**config.mk**
```make
export PLATFORM = sky130hd
export DESIGN_NAME = if_stage_unit_flat
export DESIGN_NICKNAME = d
export VERILOG_FILES = /design/src/rtl/if_stage_unit_if.sv /design/src/rtl/if_stage_unit.sv /design/src/flat_wrapper.sv
export SDC_FILE = /design/constraint.sdc
export NUM_CORES = 1
export LEC_CHECK = 0
export CAP_MARGIN = 20
export CORE_MARGIN = 1.5
export CORE_UTILIZATION = 51
export CTS_BUF_LIST = sky130_fd_sc_hd__clkbuf_4
export CTS_CLUSTER_DIAMETER = 200
export CTS_CLUSTER_SIZE = 10
export DETAILED_ROUTE_END_ITERATION = 6
export GPL_ROUTABILITY_DRIVEN = 0
export GPL_TIMING_DRIVEN = 0
export PLACE_DENSITY = 0.88
export REMOVE_ABC_BUFFERS = 1
export SYNTH_ARGS = -nofsm -noshare
export SYNTH_HDL_FRONTEND = slang
export SYNTH_SLANG_ARGS = --single-unit
```
**constraint.sdc**
```tcl
create_clock -name clk -period 9.7 [get_ports clk]
set_input_delay 2.425 -clock clk [delete_from_list [all_inputs] [get_ports clk]]
set_output_delay 2.425 -clock clk [all_outputs]
set_load 0.02 [all_outputs]
```
**src/rtl/if_stage_unit_if.sv**
```systemverilog
// Fetch-stage bundle: redirect/stall controls, instruction-memory port and IF/ID outputs.
// With IF_STALL_CNT_EN defined the bundle also carries the 32-bit stall_cnt.
interface if_stage_unit_if #(
  parameter int ADDR_W  = 32,
  parameter int INSTR_W = 32
);
  logic               freeze;
  logic               branch_taken;
  logic [ADDR_W-1:0]  branch_addr;
  logic [ADDR_W-1:0]  imem_addr;
  logic [INSTR_W-1:0] imem_rdata;
  logic [ADDR_W-1:0]  id_pc;
  logic [INSTR_W-1:0] id_instr;
  logic               id_valid;
`ifdef IF_STALL_CNT_EN
  logic [31:0]        stall_cnt;
`endif

  // master = the fetch stage, slave = hazard unit / EXE / imem / decode side
  modport master (
    input  freeze,
    input  branch_taken,
    input  branch_addr,
    input  imem_rdata,
    output imem_addr,
    output id_pc,
    output id_instr,
    output id_valid
`ifdef IF_STALL_CNT_EN
    , output stall_cnt
`endif
  );

  modport slave (
    output freeze,
    output branch_taken,
    output branch_addr,
    output imem_rdata,
    input  imem_addr,
    input  id_pc,
    input  id_instr,
    input  id_valid
`ifdef IF_STALL_CNT_EN
    , input stall_cnt
`endif
  );
endinterface

```
**src/rtl/if_stage_unit.sv**
```systemverilog
// Instruction-fetch stage with PC register and IF/ID pipeline register.
// Optional saturating stall counter enabled by defining IF_STALL_CNT_EN.
module if_stage_unit #(
  parameter int                 ADDR_W    = 32,
  parameter int                 INSTR_W   = 32,
  parameter logic [ADDR_W-1:0]  RESET_PC  = '0,
  parameter int                 PC_STEP   = 4,
  parameter logic [INSTR_W-1:0] NOP_INSTR = '0
) (
  input  logic           clk,
  input  logic           rst,
  if_stage_unit_if.master bus_io
);

  typedef enum logic [1:0] {
    ACT_RUN,
    ACT_HOLD,
    ACT_REDIRECT
  } act_e;

  act_e               act;
  logic [ADDR_W-1:0]  pc_q,       pc_d;
  logic [ADDR_W-1:0]  id_pc_q,    id_pc_d;
  logic [INSTR_W-1:0] id_instr_q, id_instr_d;
  logic               id_valid_q, id_valid_d;
  logic [ADDR_W-1:0]  pc_plus;

  assign pc_plus = pc_q + ADDR_W'(PC_STEP);

  // A redirect always wins over a stall so the branch target is never dropped.
  always_comb begin
    act = ACT_RUN;
    if (bus_io.branch_taken) begin
      act = ACT_REDIRECT;
    end else if (bus_io.freeze) begin
      act = ACT_HOLD;
    end
  end

  always_comb begin
    pc_d       = pc_q;
    id_pc_d    = id_pc_q;
    id_instr_d = id_instr_q;
    id_valid_d = id_valid_q;
    case (act)
      ACT_REDIRECT: begin
        pc_d       = bus_io.branch_addr;
        id_pc_d    = '0;
        id_instr_d = NOP_INSTR;
        id_valid_d = 1'b0;
      end
      ACT_RUN: begin
        pc_d       = pc_plus;
        id_pc_d    = pc_plus;
        id_instr_d = bus_io.imem_rdata;
        id_valid_d = 1'b1;
      end
      default: ;
    endcase
  end

  always_ff @(posedge clk or posedge rst) begin
    if (rst) begin
      pc_q       <= RESET_PC;
      id_pc_q    <= '0;
      id_instr_q <= NOP_INSTR;
      id_valid_q <= 1'b0;
    end else begin
      pc_q       <= pc_d;
      id_pc_q    <= id_pc_d;
      id_instr_q <= id_instr_d;
      id_valid_q <= id_valid_d;
    end
  end

  // imem_addr comes straight from the PC register: no path from freeze/branch.
  assign bus_io.imem_addr = pc_q;
  assign bus_io.id_pc     = id_pc_q;
  assign bus_io.id_instr  = id_instr_q;
  assign bus_io.id_valid  = id_valid_q;

`ifdef IF_STALL_CNT_EN
  logic [31:0] stall_cnt_q, stall_cnt_d;

  always_comb begin
    stall_cnt_d = stall_cnt_q;
    if (act == ACT_HOLD && stall_cnt_q != 32'hFFFF_FFFF) begin
      stall_cnt_d = stall_cnt_q + 32'd1;
    end
  end

  always_ff @(posedge clk or posedge rst) begin
    if (rst) begin
      stall_cnt_q <= '0;
    end else begin
      stall_cnt_q <= stall_cnt_d;
    end
  end

  assign bus_io.stall_cnt = stall_cnt_q;
`endif

endmodule

```
**src/flat_wrapper.sv**
```systemverilog
// flat-port wrapper written by rule: the top's interface ports become plain ports
module if_stage_unit_flat 
#(
  parameter int                 ADDR_W    = 32,
  parameter int                 INSTR_W   = 32,
  parameter logic [ADDR_W-1:0]  RESET_PC  = '0,
  parameter int                 PC_STEP   = 4,
  parameter logic [INSTR_W-1:0] NOP_INSTR = '0
)
  (clk, rst, bus_io_freeze, bus_io_branch_taken, bus_io_branch_addr, bus_io_imem_rdata, bus_io_imem_addr, bus_io_id_pc, bus_io_id_instr, bus_io_id_valid);
  if_stage_unit_if #(.ADDR_W(ADDR_W), .INSTR_W(INSTR_W)) bus_io_i ();
  input  logic clk;
  input  logic rst;
  input wire logic [$bits(bus_io_i.freeze)-1:0] bus_io_freeze;
  input wire logic [$bits(bus_io_i.branch_taken)-1:0] bus_io_branch_taken;
  input wire logic [$bits(bus_io_i.branch_addr)-1:0] bus_io_branch_addr;
  input wire logic [$bits(bus_io_i.imem_rdata)-1:0] bus_io_imem_rdata;
  output wire logic [$bits(bus_io_i.imem_addr)-1:0] bus_io_imem_addr;
  output wire logic [$bits(bus_io_i.id_pc)-1:0] bus_io_id_pc;
  output wire logic [$bits(bus_io_i.id_instr)-1:0] bus_io_id_instr;
  output wire logic [$bits(bus_io_i.id_valid)-1:0] bus_io_id_valid;
  assign bus_io_i.freeze = bus_io_freeze;
  assign bus_io_i.branch_taken = bus_io_branch_taken;
  assign bus_io_i.branch_addr = bus_io_branch_addr;
  assign bus_io_i.imem_rdata = bus_io_imem_rdata;
  assign bus_io_imem_addr = bus_io_i.imem_addr;
  assign bus_io_id_pc = bus_io_i.id_pc;
  assign bus_io_id_instr = bus_io_i.id_instr;
  assign bus_io_id_valid = bus_io_i.id_valid;
  if_stage_unit #(.ADDR_W(ADDR_W), .INSTR_W(INSTR_W), .RESET_PC(RESET_PC), .PC_STEP(PC_STEP), .NOP_INSTR(NOP_INSTR)) u_core (.clk(clk), .rst(rst), .bus_io(bus_io_i));
endmodule
```
==> out/qor.csv <==
metric,value,unit
setup_viol,0,
io_pins,165,
end_kind,flip-flop,
yosysUniqueCellTypes,52,
fmax,226.1,MHz
cpMaxStageDelayCell,inv_2,
synth_edf_count,0,
final_common_cell,clkdlybuf4s50_1,
overflow,0,
stdcell_count,783,
async_reset_ff_share,100.0,%
cts_buffer_depth,2,
violations,DRC,
worst_pin_slew,0.9942,ns
hold_violations,0,
grt_pass1_vias,4641,
ant_nets,0,
drive_gt1_share,4.281,%
fp.dieW,101.5,um
rsz0062_at_grt,false,
syn_area,0.004943,mm2
clk_pin_slew_worst_paths,0.16,ns
fin_nets,718,
cts.sinks,97,
cp_slowest_stage_delay,0.72,ns
finalSetupTns,0,ns
finalCritPeriodShare,45.59,%
dieArea,0.01029,mm2
drc,2,
num_rows,35,
diodes,0,
final_max_slew_viol_count,0,
cp_top_family,buffers and inverters,
wl_per_cell,17.35,um
status,finished with violations,
cts_tree,yes,
cp_max_fo,72,
leakage,2.720,nW
ctsResizeCount,0,
place_ws,4.821,ns
avgSynthCellArea,9.636,um2
syn_inst,513,
worstPathCellList,buf_4 > inv_2 > nand3_1 > or4_1 > a31oi_1,
crit_arrival,4.80,ns
regArea,0.002427,mm2
hpwlAfterDp,9.603,mm
insertion_delay,0.44,ns
critPathLaunchType,input pin,
yosys_register_bits,97,
cts-root-buf,clkbuf_4,
powerDensity,132.6,mW/mm2
mostFrequentLayoutCells,"clkdlybuf4s50_1, dfrtp_1, nor2_1, nand2_1, mux2i_1",
fillers,668,
post-route-min-period,4.422,ns
yosys_warnings,0,
vias_per_cell,5.797,
path_buf_inv,2,
finalWorstSetupSlack,5.278,ns
initial_core_util,53.00,%
ys_dominant_reg_cell,dfrtp_1,
worstSetupPathType,input pin to flip-flop,
numPortBuffers,164,
routed-via-count,4539,
slew-limit-headroom,33.64,%
crit_required,10.08,ns
power,892.6,uW
synth_seq_area_share,49.10,%
coreArea,0.009328,mm2
antenna_found_initial,0,
post_cts_buffers,0,
dp.cells,767,
worstHoldPathType,flip-flop to flip-flop,
fin_worst_skew,0.02234,ns
grt_max_degree,73,
areaGrowthSynthToFinish,36.14,%
h-tree-depth,3,
multi_input_area,0.002292,mm2
wirelength,13.59,mm
hold_buffers,0,
drt_pass1_iterations,7,
drt_iter0_markers,316,
drv_cap,0,
cts_buffers,9,
die_h,101.5,um
ir_worst_vdd,0.08263,mV
track_usage,27.75,%
grt_pass1_wl,22.34,mm
## final timing paths
kind,from,to,slack [ns],cells past startpoint
max in group asynchronous,rst,u_core.bus_io.imem_addr[23],6.61,3
min in group asynchronous,rst,u_core.bus_io.id_instr[23],2.41,2
setup reg to reg,u_core.bus_io.imem_addr[2],u_core.bus_io.id_pc[30],6.72,5
hold reg to reg,u_core.bus_io.id_valid,u_core.bus_io.id_valid,0.50,1
hold / removal,u_core.bus_io.id_valid,u_core.bus_io.id_valid,0.50,1
setup / recovery,bus_io_freeze,u_core.bus_io.imem_addr[27],5.28,5
## state kept, by name, indices dropped and copies added, names as in the netlist
register	flops
u_core.bus_io.id_instr	32
u_core.bus_io.id_pc	32
u_core.bus_io.id_valid	1
u_core.bus_io.imem_addr	32
## area by class of cell
cell class                 count  share of cell area, %
clock inverter                 5                 0.4648
multi-input combinational    362                  34.06
sequential                    97                  36.07
tap                          129                  2.398
timing repair buffer         166                  25.02
clock buffer                  11                  1.227
inverter                      13                 0.7622
## power by group
group	total (mW)	switching, mW	internal [mW]
Clock	0.193	0.135	0.0580
Combinational	0.229	0.117	0.112
Sequential	0.470	0.0359	0.434
Total	0.893	0.288	0.605
## cells in the mapped netlist, types with 2 or more instances
cell | count | area, um2
nor3_1 | 10 | 50.05
buf_2 | 8 | 40.04
o211ai_1 | 4 | 30.03
and4_1 | 5 | 43.79
nand3b_1 | 2 | 15.01
a21oi_1 | 9 | 45.04
o21ai_0 | 20 | 100.1
a31oi_1 | 12 | 75.07
mux2_2 | 2 | 22.52
o31ai_1 | 12 | 90.09
and3_1 | 3 | 18.77
o31a_1 | 2 | 17.52
a21o_1 | 2 | 15.01
nand4_1 | 10 | 62.56
o311ai_0 | 2 | 17.52
dfrtp_1 | 97 | 2427
or3_1 | 8 | 50.05
or4_1 | 18 | 135.1
nand4b_1 | 2 | 17.52
a211oi_1 | 11 | 82.58
and2_1 | 2 | 12.51
a311oi_1 | 7 | 61.31
nand3_1 | 20 | 100.1
nand2_1 | 39 | 146.4
xnor2_1 | 23 | 201.4
nor2b_1 | 2 | 12.51
nor4_1 | 9 | 56.30
xor2_1 | 2 | 17.52
a221oi_1 | 3 | 26.28
buf_1 | 4 | 15.01
mux2i_1 | 34 | 340.3
inv_1 | 12 | 45.04
nor2_1 | 72 | 270.3
clkbuf_1 | 27 | 101.4
## worst register-to-register path, cell delays in order, from the launching register on
cell	delay, ns
dfrtp_1	0.53
ha_1	0.32
nand4_1	0.51
nor4_2	0.80
a211oi_1	0.17
a2111oi_0	0.51
## layer usage
layer	global-route usage, %	up-vias	wire length, um
li1	-	2125	-
met1	34.67	2192	5529
met2	46.05	198	6639
met3	8.006	24	1174
met4	10.15	0	245
met5	0	-	0
## metrics by stage
stage	util, %	area (um2)	hold WS [ns]
after detailed placement	70.93	6616	0.4766
after global placement	70.45	6571	0.4619
after floorplan	-	4768	0.5915
after CTS	72.15	6730	0.5107
final	72.15	6730	0.5011
after global routing	72.15	6730	0.5420
## cells by family (layout without fill, tap and decap cells)
logic type | Yosys count | after routing | synth area share (%)
AO/OA/AOI/OAI | 91 | 91 | 12.66
XOR/XNOR | 25 | 25 | 4.429
adder cells (fa/ha/maj) | 1 | 1 | 0.2531
buffers and inverters | 54 | 195 | 4.530
flip-flops | 97 | 97 | 49.10
multiplexers | 36 | 36 | 7.340
AND/OR/NAND/NOR | 209 | 209 | 21.69
Power figures use the tool's default switching activity.
